===== src/rtl/hbmc_arb_pkg.sv =====
// rtl/hbmc_arb_pkg.sv - shared types and constants for the HyperRAM AXI arbiter
//
// Contents:
//   arb_state_e     transaction FSM states
//   AXI_RESP_*      AXI response encodings
//   IDXW            grant index width for the default requester count
//   resp_is_err()   true for SLVERR/DECERR
package hbmc_arb_pkg;

    localparam int NREQ_DEFAULT = 2;
    localparam int IDXW         = $clog2(NREQ_DEFAULT);

    localparam logic [1:0] AXI_RESP_OKAY   = 2'b00;
    localparam logic [1:0] AXI_RESP_EXOKAY = 2'b01;
    localparam logic [1:0] AXI_RESP_SLVERR = 2'b10;
    localparam logic [1:0] AXI_RESP_DECERR = 2'b11;

    typedef enum logic [2:0] {
        IDLE,
        WR,
        BWAIT,
        RD,
        RWAIT,
        RSP
    } arb_state_e;

    function automatic logic resp_is_err(input logic [1:0] resp);
        return (resp == AXI_RESP_SLVERR) || (resp == AXI_RESP_DECERR);
    endfunction

endpackage


===== src/rtl/hbmc_rr_arbiter.sv =====
// rtl/hbmc_rr_arbiter.sv - combinational round-robin winner select
//
// Ports:
//   req_i     in   NREQ   request vector
//   ptr_i     in   IDXW   index of the last grant; search starts at ptr_i+1
//   any_o     out  1      at least one request is pending
//   onehot_o  out  NREQ   one-hot winner (zero when any_o is low)
//   idx_o     out  IDXW   binary winner index (zero when any_o is low)
module hbmc_rr_arbiter #(
    parameter int NREQ = 2,
    parameter int IDXW = 1
) (
    input  logic [NREQ-1:0] req_i,
    input  logic [IDXW-1:0] ptr_i,
    output logic            any_o,
    output logic [NREQ-1:0] onehot_o,
    output logic [IDXW-1:0] idx_o
);

    logic [IDXW:0]   shamt;
    logic [NREQ-1:0] rot;

    // Rotate so that bit 0 of rot is requester ptr_i+1; the extra shift bit
    // keeps ptr_i+1 from wrapping when NREQ is a power of two.
    assign shamt = {1'b0, ptr_i} + 1'b1;
    assign rot   = NREQ'({req_i, req_i} >> shamt);

    always_comb begin
        int k;
        k     = 0;
        any_o = 1'b0;
        idx_o = '0;
        for (int i = 0; i < NREQ; i++) begin
            if (!any_o && rot[i]) begin
                any_o = 1'b1;
                k     = int'(ptr_i) + 1 + i;
                if (k >= NREQ) k = k - NREQ;
                idx_o = k[IDXW-1:0];
            end
        end
        onehot_o = any_o ? (NREQ'(1) << idx_o) : '0;
    end

endmodule


===== src/rtl/hbmc_axi_arbiter.sv =====
// rtl/hbmc_axi_arbiter.sv - shares the single-beat HBMC AXI slave port between requesters
//
// One AXI transaction outstanding at a time; round-robin grant starting after
// the last grant. Addresses outside [BASE_ADDR, BASE_ADDR+WIN_BYTES) are
// answered with an error and generate no AXI traffic.
// Build option HBMC_ARB_FIXED_PRIO_EN: fixed priority, lowest index wins.
//
// Ports:
//   clk_peri_i, rst_peri_i              clock, async active-high reset
//   req_valid/we/addr/wdata/wstrb_i     per-requester request (flattened)
//   req_ready_o                         accept pulse to the winner
//   rsp_valid_o, rsp_rdata_o, rsp_err_o one-cycle response to the granted requester
//   grant_o, busy_o                     debug: current/last grant, FSM not idle
//   aw*/w*/b*/ar*/r*                    AXI master towards the HBMC
module hbmc_axi_arbiter
    import hbmc_arb_pkg::*;
#(
    parameter int            NREQ      = 2,
    parameter int            AW        = 32,
    parameter logic [AW-1:0] BASE_ADDR = AW'(32'h8000_5000),
    parameter logic [AW-1:0] WIN_BYTES = AW'(32'h0080_0000)
) (
    input  logic                     clk_peri_i,
    input  logic                     rst_peri_i,
    input  logic [NREQ-1:0]          req_valid_i,
    output logic [NREQ-1:0]          req_ready_o,
    input  logic [NREQ-1:0]          req_we_i,
    input  logic [NREQ*AW-1:0]       req_addr_i,
    input  logic [NREQ*32-1:0]       req_wdata_i,
    input  logic [NREQ*4-1:0]        req_wstrb_i,
    output logic [NREQ-1:0]          rsp_valid_o,
    output logic [31:0]              rsp_rdata_o,
    output logic                     rsp_err_o,
    output logic [$clog2(NREQ)-1:0]  grant_o,
    output logic                     busy_o,
    output logic [AW-1:0]            awaddr_o,
    output logic                     awvalid_o,
    input  logic                     awready_i,
    output logic [31:0]              wdata_o,
    output logic [3:0]               wstrb_o,
    output logic                     wvalid_o,
    input  logic                     wready_i,
    input  logic [1:0]               bresp_i,
    input  logic                     bvalid_i,
    output logic                     bready_o,
    output logic [AW-1:0]            araddr_o,
    output logic                     arvalid_o,
    input  logic                     arready_i,
    input  logic [31:0]              rdata_i,
    input  logic [1:0]               rresp_i,
    input  logic                     rvalid_i,
    output logic                     rready_o
);

    localparam int GW = $clog2(NREQ);

    arb_state_e      state_q;
    logic [GW-1:0]   grant_q;
    logic [GW-1:0]   rr_ptr;
    logic [AW-1:0]   addr_q;
    logic [31:0]     wdata_q;
    logic [3:0]      wstrb_q;
    logic [31:0]     rdata_q;
    logic            err_q;
    logic            awvalid_q;
    logic            wvalid_q;
    logic            arvalid_q;
    logic [NREQ-1:0] rsp_valid_q;

    logic            win_any_d;
    logic [NREQ-1:0] win_onehot_d;
    logic [GW-1:0]   win_idx_d;
    logic            sel_we_d;
    logic [AW-1:0]   sel_addr_d;
    logic [31:0]     sel_wdata_d;
    logic [3:0]      sel_wstrb_d;
    logic [AW-1:0]   offset_d;
    logic            in_win_d;

    hbmc_rr_arbiter #(
        .NREQ (NREQ),
        .IDXW (GW)
    ) u_rr (
        .req_i    (req_valid_i),
        .ptr_i    (rr_ptr),
        .any_o    (win_any_d),
        .onehot_o (win_onehot_d),
        .idx_o    (win_idx_d)
    );

    always_comb begin
        sel_we_d    = 1'b0;
        sel_addr_d  = '0;
        sel_wdata_d = '0;
        sel_wstrb_d = '0;
        for (int i = 0; i < NREQ; i++) begin
            if (win_onehot_d[i]) begin
                sel_we_d    = req_we_i[i];
                sel_addr_d  = req_addr_i[i*AW +: AW];
                sel_wdata_d = req_wdata_i[i*32 +: 32];
                sel_wstrb_d = req_wstrb_i[i*4 +: 4];
            end
        end
    end

    // Unsigned subtraction: addresses below BASE_ADDR wrap to huge offsets
    // and fall out of the window together with those above it.
    assign offset_d = sel_addr_d - BASE_ADDR;
    assign in_win_d = offset_d < WIN_BYTES;

`ifdef HBMC_ARB_FIXED_PRIO_EN
    // Searching "after NREQ-1" starts at index 0, i.e. lowest index wins.
    assign rr_ptr = GW'(NREQ - 1);
`else
    logic [GW-1:0] ptr_q;

    always_ff @(posedge clk_peri_i or posedge rst_peri_i) begin
        if (rst_peri_i) begin
            ptr_q <= '0;
        end else if (state_q == RSP) begin
            ptr_q <= grant_q;
        end
    end

    assign rr_ptr = ptr_q;
`endif

    always_ff @(posedge clk_peri_i or posedge rst_peri_i) begin
        if (rst_peri_i) begin
            state_q     <= IDLE;
            grant_q     <= '0;
            addr_q      <= '0;
            wdata_q     <= '0;
            wstrb_q     <= '0;
            rdata_q     <= '0;
            err_q       <= 1'b0;
            awvalid_q   <= 1'b0;
            wvalid_q    <= 1'b0;
            arvalid_q   <= 1'b0;
            rsp_valid_q <= '0;
        end else begin
            case (state_q)
                IDLE: begin
                    if (win_any_d) begin
                        grant_q <= win_idx_d;
                        addr_q  <= offset_d;
                        wdata_q <= sel_wdata_d;
                        wstrb_q <= sel_wstrb_d;
                        if (!in_win_d) begin
                            err_q       <= 1'b1;
                            rdata_q     <= '0;
                            rsp_valid_q <= win_onehot_d;
                            state_q     <= RSP;
                        end else if (sel_we_d) begin
                            awvalid_q <= 1'b1;
                            wvalid_q  <= 1'b1;
                            state_q   <= WR;
                        end else begin
                            arvalid_q <= 1'b1;
                            state_q   <= RD;
                        end
                    end
                end
                WR: begin
                    if (awready_i) awvalid_q <= 1'b0;
                    if (wready_i)  wvalid_q  <= 1'b0;
                    // Each channel is done if already handshaken or handshaking now.
                    if ((!awvalid_q || awready_i) && (!wvalid_q || wready_i)) begin
                        state_q <= BWAIT;
                    end
                end
                BWAIT: begin
                    if (bvalid_i) begin
                        err_q       <= resp_is_err(bresp_i);
                        rdata_q     <= '0;
                        rsp_valid_q <= NREQ'(1) << grant_q;
                        state_q     <= RSP;
                    end
                end
                RD: begin
                    if (arready_i) begin
                        arvalid_q <= 1'b0;
                        state_q   <= RWAIT;
                    end
                end
                RWAIT: begin
                    if (rvalid_i) begin
                        err_q       <= resp_is_err(rresp_i);
                        rdata_q     <= rdata_i;
                        rsp_valid_q <= NREQ'(1) << grant_q;
                        state_q     <= RSP;
                    end
                end
                RSP: begin
                    rsp_valid_q <= '0;
                    state_q     <= IDLE;
                end
                default: begin
                    state_q <= IDLE;
                end
            endcase
        end
    end

    // Accept is decided in the IDLE cycle itself so that the requester sees
    // ready in the same cycle the request is latched.
    assign req_ready_o = (state_q == IDLE && !rst_peri_i) ? win_onehot_d : '0;
    assign rsp_valid_o = rsp_valid_q;
    assign rsp_rdata_o = rdata_q;
    assign rsp_err_o   = err_q;
    assign grant_o     = grant_q;
    assign busy_o      = (state_q != IDLE);
    assign awaddr_o    = addr_q;
    assign araddr_o    = addr_q;
    assign awvalid_o   = awvalid_q;
    assign wvalid_o    = wvalid_q;
    assign wdata_o     = wdata_q;
    assign wstrb_o     = wstrb_q;
    assign arvalid_o   = arvalid_q;
    assign bready_o    = (state_q == BWAIT);
    assign rready_o    = (state_q == RWAIT);

endmodule


===== config.mk =====
export PLATFORM = sky130hd
export DESIGN_NAME = hbmc_axi_arbiter
export DESIGN_NICKNAME = d
export VERILOG_FILES = /design/src/rtl/hbmc_arb_pkg.sv /design/src/rtl/hbmc_rr_arbiter.sv /design/src/rtl/hbmc_axi_arbiter.sv
export SDC_FILE = /design/constraint.sdc
export NUM_CORES = 1
export LEC_CHECK = 0
export CORE_UTILIZATION = 33
export DETAILED_ROUTE_END_ITERATION = 16
export GPL_TIMING_DRIVEN = 0
export PLACE_DENSITY_LB_ADDON = 0.1
export SLEW_MARGIN = 20
export SYNTH_ARGS = -nofsm -noshare
export SYNTH_HDL_FRONTEND = slang
export SYNTH_SLANG_ARGS = --single-unit

===== constraint.sdc =====
create_clock -name clk_peri_i -period 9.71 [get_ports clk_peri_i]
set_input_delay 1.942 -clock clk_peri_i [delete_from_list [all_inputs] [get_ports clk_peri_i]]
set_output_delay 1.942 -clock clk_peri_i [all_outputs]
set_load 0.1 [all_outputs]

# Word-level counts from Yosys, hierarchy flattened
# Index checks and enable logic that the tools add are counted.
[totals] register_bits=111 out_inout_bits=144 inputBits=183 word_cells=119
[op_classes] n_mux=51 eq_ne=20 n_addsub=6 reduce_logical=24 magnitude_cmp=3 shifts=3
[ops] op="$mux 32" n=8
[ops] op="$pmux 32 s3" n=1
[ops] op="$ge 32x3->1 const B" n=1
[ops] op="$lt 32x24->1 const B" n=1
[ops] op="$sub 32x32->32 const B" n=1
[ops] op="$reduce_and 5->1" n=6
[ops] op="$mux 1" n=21
[ops] op="$ne 2x2->1 const B" n=10
[ops] op="$mux 3" n=6
[ops] op="$pmux 3 s5" n=1
[ops] op="$mux 2" n=7
[ops] op="$eq 2x2->1 const B" n=4
[ops] op="$mux 4" n=2
[ops] op="$pmux 2 s4" n=1
[ops] op="$eq 3x2->1 const B" n=2
[ops] op="$eq 3x3->1 const B" n=2
[ops] op="$pmux 1 s2" n=3
[ops] op="$reduce_bool 3->1" n=2
[ops] op="$add 1x1->2 const B" n=2
[ops] op="$logic_not 1->1" n=4
[ops] op="$logic_or 1x1->1" n=4
[ops] op="$reduce_bool 2->1" n=2
[ops] op="$reduce_bool 4->1" n=1
[ops] op="$shl 1x1->2 const A" n=2
[ops] op="other kinds (10)" n=13

# Logic depth before layout (Yosys ltp)
[depth] depth_word=15 depth_mapped=16

# Hierarchy
# Synthesis repeated with hierarchy kept, for this count alone.
[unflattened] hier_cells=609 area_unflattened_um2=5765.5
[modules_own_cells] mod="hbmc_axi_arbiter" instances=1 cells_each=604 area_each_um2=5733.0
[modules_own_cells] mod="hbmc_rr_arbiter" instances=1 cells_each=5 area_each_um2=32.5

# Worst setup path after synthesis
# No wires, ideal clock.
[synth_timing] path_kind="in2out" startpoint="input req_valid_i[0]" endpoint="output req_ready_o[1]" required_time_ns=7.768 t_arrival_ns=4.536 n_path_buf=2 cell_stages=4 path_slack_ns=3.232 path_cell_list="clkbuf_2 > a21bo_2 > clkbuf_1 > nor3_1"
[synth_via] elab_chain_len=8 word_cells_on_any_way=10
[synth_lines] item="start: declaration" line="hbmc_axi_arbiter.sv:25" text="input logic [NREQ-1:0] req_valid_i,"
[synth_lines] item="$shr 4x2->2 (*)" line="hbmc_rr_arbiter.sv:26" text="assign rot = NREQ'({req_i, req_i} >> shamt);"
[synth_lines] item="$mux 1" line="hbmc_rr_arbiter.sv:34" text="if (!any_o && rot[i]) begin"
[synth_lines] item="$logic_not 1->1" line="hbmc_rr_arbiter.sv:34"
[synth_lines] item="$logic_and 1x1->1" line="hbmc_rr_arbiter.sv:34"
[synth_lines] item="$mux 1" line="hbmc_rr_arbiter.sv:34"
[synth_lines] item="$shl 1x1->2" line="hbmc_rr_arbiter.sv:41" text="onehot_o = any_o ? (NREQ'(1) << idx_o) : '0;"
[synth_lines] item="$mux 2 (*)" line="hbmc_rr_arbiter.sv:41"
[synth_lines] item="$mux 2 (*)" line="hbmc_axi_arbiter.sv:207" text="assign req_ready_o = (state_q == IDLE && !rst_peri_i) ? win_onehot_d : '0;"
[synth_lines] item="end: declaration" line="hbmc_axi_arbiter.sv:26" text="output logic [NREQ-1:0] req_ready_o,"
# Every way passes the cells marked *; elsewhere a longest branch is shown, timed or not.

# Final worst setup path
[layout_timing] startpoint="input req_valid_i[1]" endpoint="register err_q, in the netlist rsp_err_o"
[layout_via] elab_chain_len=13 word_cells_on_any_way=16
[layout_lines] item="$shr 4x2->2 (*)" line="hbmc_rr_arbiter.sv:26"
[layout_lines] item="$mux 1" line="hbmc_rr_arbiter.sv:34"
[layout_lines] item="$logic_not 1->1" line="hbmc_rr_arbiter.sv:34"
[layout_lines] item="$logic_and 1x1->1" line="hbmc_rr_arbiter.sv:34"
[layout_lines] item="$mux 1" line="hbmc_rr_arbiter.sv:34"
[layout_lines] item="$shl 1x1->2" line="hbmc_rr_arbiter.sv:41"
[layout_lines] item="$mux 2" line="hbmc_rr_arbiter.sv:41"
[layout_lines] item="$mux 32 (2 in a row)" line="hbmc_axi_arbiter.sv:97" text="if (win_onehot_d[i]) begin"
[layout_lines] item="$sub 32x32->32" line="hbmc_axi_arbiter.sv:108" text="assign offset_d = sel_addr_d - BASE_ADDR;"
[layout_lines] item="$lt 32x24->1" line="hbmc_axi_arbiter.sv:109" text="assign in_win_d = offset_d < WIN_BYTES;"
[layout_lines] item="$ne 2x2->1 (no line)"
[layout_lines] item="$reduce_and 5->1 (no line) (*)"
[layout_lines] item="end signal: assignment" line="hbmc_axi_arbiter.sv:174" text="err_q <= resp_is_err(bresp_i);"
[layout_lines] item="end signal: assignment" line="hbmc_axi_arbiter.sv:188" text="err_q <= resp_is_err(rresp_i);"
[layout_lines] item="end: declaration" line="hbmc_axi_arbiter.sv:64" text="logic err_q;"
# Marks and branches as above.
# A chain may end at the register's enable or synchronous reset.

==> reports/metrics.csv <==
stage,metric,value,unit
run_status,outcome,"finished, final reports clean",
sta,report.final.slew_viol_count,0,
setup_path,crit_top_cell,buf_1,
drt,drt_pre_antenna_iters,5,
layout,fillers,1453,
setup_path,critical_path.max_fanout,10,
sta,final-hold-violation-count,0,
layout,area.growth.synth_to_final,66.8,%
yosys,synthesis.nets,773,
setup_path,crit_arrival,7200,ps
grt,grtUsageTotal,24.2,%
setup_path,cp_top_family,buffers and inverters,
floorplan,placeableCoreArea,16800,sq um
drt,drc,0,
drt,post_drt_via_cell_ratio,5.22,
yosys,syn-cell-area,5720,sq um
yosys,share_of_async_settable_or_async_resettable_flops_after_synthesis,100,%
floorplan,die_x,134,um
clock_tree,cts_buffers,9,
clock_tree,cts_setup_buffers,0,
grt,first_global_vias,5936,
sta,final_period_minus_worst_setup_slack,6960,ps
setup_path,cp_num_buf_inv,5,
drt,final_antenna_net_count,0,
grt,grt_first_pass_wirelength,33100,um
drt,drt_iter0_drc,356,
grt,grt_overflow,0,
layout,final-instance-count-excl-fill,1149,
layout,finish.net_count,1108,
yosys,synth_area_per_cell,9.71,sq um
setup_path,path_depth,14,
floorplan,io-pin-count,327,
setup_path,critical_path.slowest_cell,clkbuf_1,
setup_path,timing.setup.critical_path_class,input port to flop,
setup_path,cp-end-kind,flop,
yosys,synth_largest_type_area_fraction,48.5,%
sta,fin_tns_setup,0,ps
drt,routedWlPerCell,18.6,um
yosys,synth_ff_type,dfrtp_1,
sta,setup_viol,0,
yosys,synth_top_family_by_area,compound AO/OA/AOI/OAI gates,
placement,detailedPlacementHpwl,17000,um
hold_path,worstHoldPathCells,2,
sta,tightestPinTransition,1080,ps
clock_tree,root_buffer,clkbuf_16,
layout,core_utilization_of_the_finished_layout,57.0,%
yosys,synthXorXnorAreaFrac,2.14,%
drt,totalWireLength,21300,um
clock_tree,number_of_buffers_inserted_for_hold_repair_after_clock_tree_synthesis,0,
clock_tree,cts_repair_resize_count,0,
yosys,mux_contribution_to_synthesized_area,1.16,%
yosys,post_synth_fa_ha_maj_area_fraction,0.219,%
setup_path,critical_path.max_stage_delay,650,ps
hold_path,worst_hold_path_type,flop to flop,
yosys,netlist_top_cells_area,"dfrtp_1 (49%), a22oi_1 (8.1%), o21ai_0 (6.8%)",
yosys,synth_top_area_cell,dfrtp_1,
clock_tree,clkSinkCount,111,
yosys,syn_inst,589,
setup_path,critical_path_cell_by_cell,clkdlybuf4s50_1 > a21boi_1 > buf_2 > buf_1 > clkbuf_1 > buf_1 > a22oi_1 > ha_1 > o21ai_1 > o31ai_1 > a22oi_2 > o211ai_4 > o21ai_4 > mux2_1,
floorplan,fp-row-count,47,
yosys,synth-compound-area-share,28.5,%
yosys,synthSimpleGateAreaFrac,11.3,%
yosys,ys_seq_elements,111,
job,max-cap-violations,0,
floorplan,fp.dieH,134,um
grt,grt_max_degree,82,
setup_path,worst-r2r-cell-count,13,
yosys,ys.warnings.count,0,
clock_tree,ctsLongestPathBuffers,2,
floorplan,floorplan.initialDensity,34.1,%
clock_tree,worst_setup_hold_path_clk_slew,80,ps
setup_path,crit_path_start_kind,input port,
grt,number_of_antenna_violations_at_the_first_check_in_global_routing,0,
placement,place_area,9260,sq um
clock_tree,clk_latency,350,ps
drt,via_count,5995,
sta,fmax,0.144,GHz
clock_tree,cts_tree,done,
layout,design_area,9550,sq um
yosys,seq_area_frac_synth,48.5,%
layout,antennaDiodeCount,0,
yosys,yosysUniqueCellTypes,63,
yosys,synth-edff-count,0,
sta,grt_setup_unrepaired,no,
sta,slew_headroom,28.0,%
sta,final.period_utilization,71.7,%
sta,fin_skew,7.50,ps
floorplan,die_area,17900,sq um
placement,numPortBuffers,323,
clock_tree,cts_max_level,3,
placement,place.detailed.instances,1133,
setup_path,critical_path_required,9950,ps
layout,layout-drive-gt1-share,8.50,%
placement,place.gp.congestion,0.873,
==> logic make-up after synthesis <==
group                      Yosys count
AOI/OAI and AO/OA                  232
and+or+nand+nor                    141
DFF                                111
buffers and inverters               84
xor gates and xnor gates            14
muxes                                6
adders and majority gates            1
==> placed cells by master (no fill, tap or decap), drive strengths merged, types with 8 or more instances in the layout <==
cell type	n
a21oi	11
a22o	35
a22oi	63
buf	41
clkbuf	47
clkdlybuf4s50	323
dfrtp	111
inv	8
nand2	82
nor2	19
nor3	9
o21ai	83
xnor2	11
==> worst paths after layout <==
path / start / to / slack [ps]
setup / recovery: req_valid_i[1] / rsp_err_o / 2750
hold / removal: wstrb_o[3] / wstrb_o[3] / 480
setup reg to reg: ptr_q / rsp_err_o / 4610
hold reg to reg: wstrb_o[3] / wstrb_o[3] / 480
max in group asynchronous: rst_peri_i / rsp_rdata_o[15] / 7020
min in group asynchronous: rst_peri_i / wstrb_o[2] / 1970
==> tightest hold or removal path: stages (launching register included) <==
cell and delay [ps]:
dfrtp_1 340, nand2_1 50, o21ai_0 60
==> metrics by stage <==
| stage | setup slack, ps | hold slack, ps |
|---|---|---|
| floorplan | 3230 | 517 |
| global placement | 2370 | 464 |
| detailed placement | 2370 | 469 |
| CTS | 2710 | 486 |
| global route | 2390 | 503 |
| finish | 2750 | 478 |
==> synth_stat cells, types with 3 or more instances <==
cell / instances
o31ai_1: 5
a22oi_1: 62
nand2b_1: 4
o22ai_1: 3
clkbuf_1: 35
nor2_1: 19
o21ai_0: 78
buf_6: 3
nand3_1: 3
xor2_1: 3
nor3_1: 9
or2_2: 6
nand2_1: 82
inv_1: 7
a32oi_1: 5
mux2_2: 4
buf_4: 32
a22o_1: 35
o21ai_1: 4
a31oi_1: 3
xnor2_1: 11
dfrtp_1: 111
nor4_1: 4
nand3b_1: 3
a21oi_1: 10
buf_2: 3
==> flip-flops by register name, indices dropped and copies added (netlist names) <==
register / flops
araddr_o: 32
rsp_rdata_o: 32
wdata_o: 32
wstrb_o: 4
state_q: 3
rsp_valid_o: 2
arvalid_o: 1
awvalid_o: 1
grant_o: 1
ptr_q: 1
rsp_err_o: 1
wvalid_o: 1
==> area by class of cell <==
class	instances	area, sq um	area share (%)
flip-flops and latches	111	2780	29.1
multi-input cells	394	2480	26.0
repair buffers	324	3260	34.2
inverters	8	35.0	0.367
clock inverters	5	41.3	0.433
plain buffers	76	433	4.53
well taps	220	275	2.88
clock buffers	11	243	2.54
==> layer usage <==
layer | vias up | global-route usage, % | wire, um
li1 | 2797 | - | -
met1 | 2876 | 30.4 | 8800
met2 | 293 | 42.6 | 10900
met3 | 29 | 3.46 | 1270
met4 | 0 | 7.70 | 400
met5 | - | 0 | 0
Power is not shown: default switching activity piles up to over one toggle a cycle in this logic, so the estimate is an artifact.
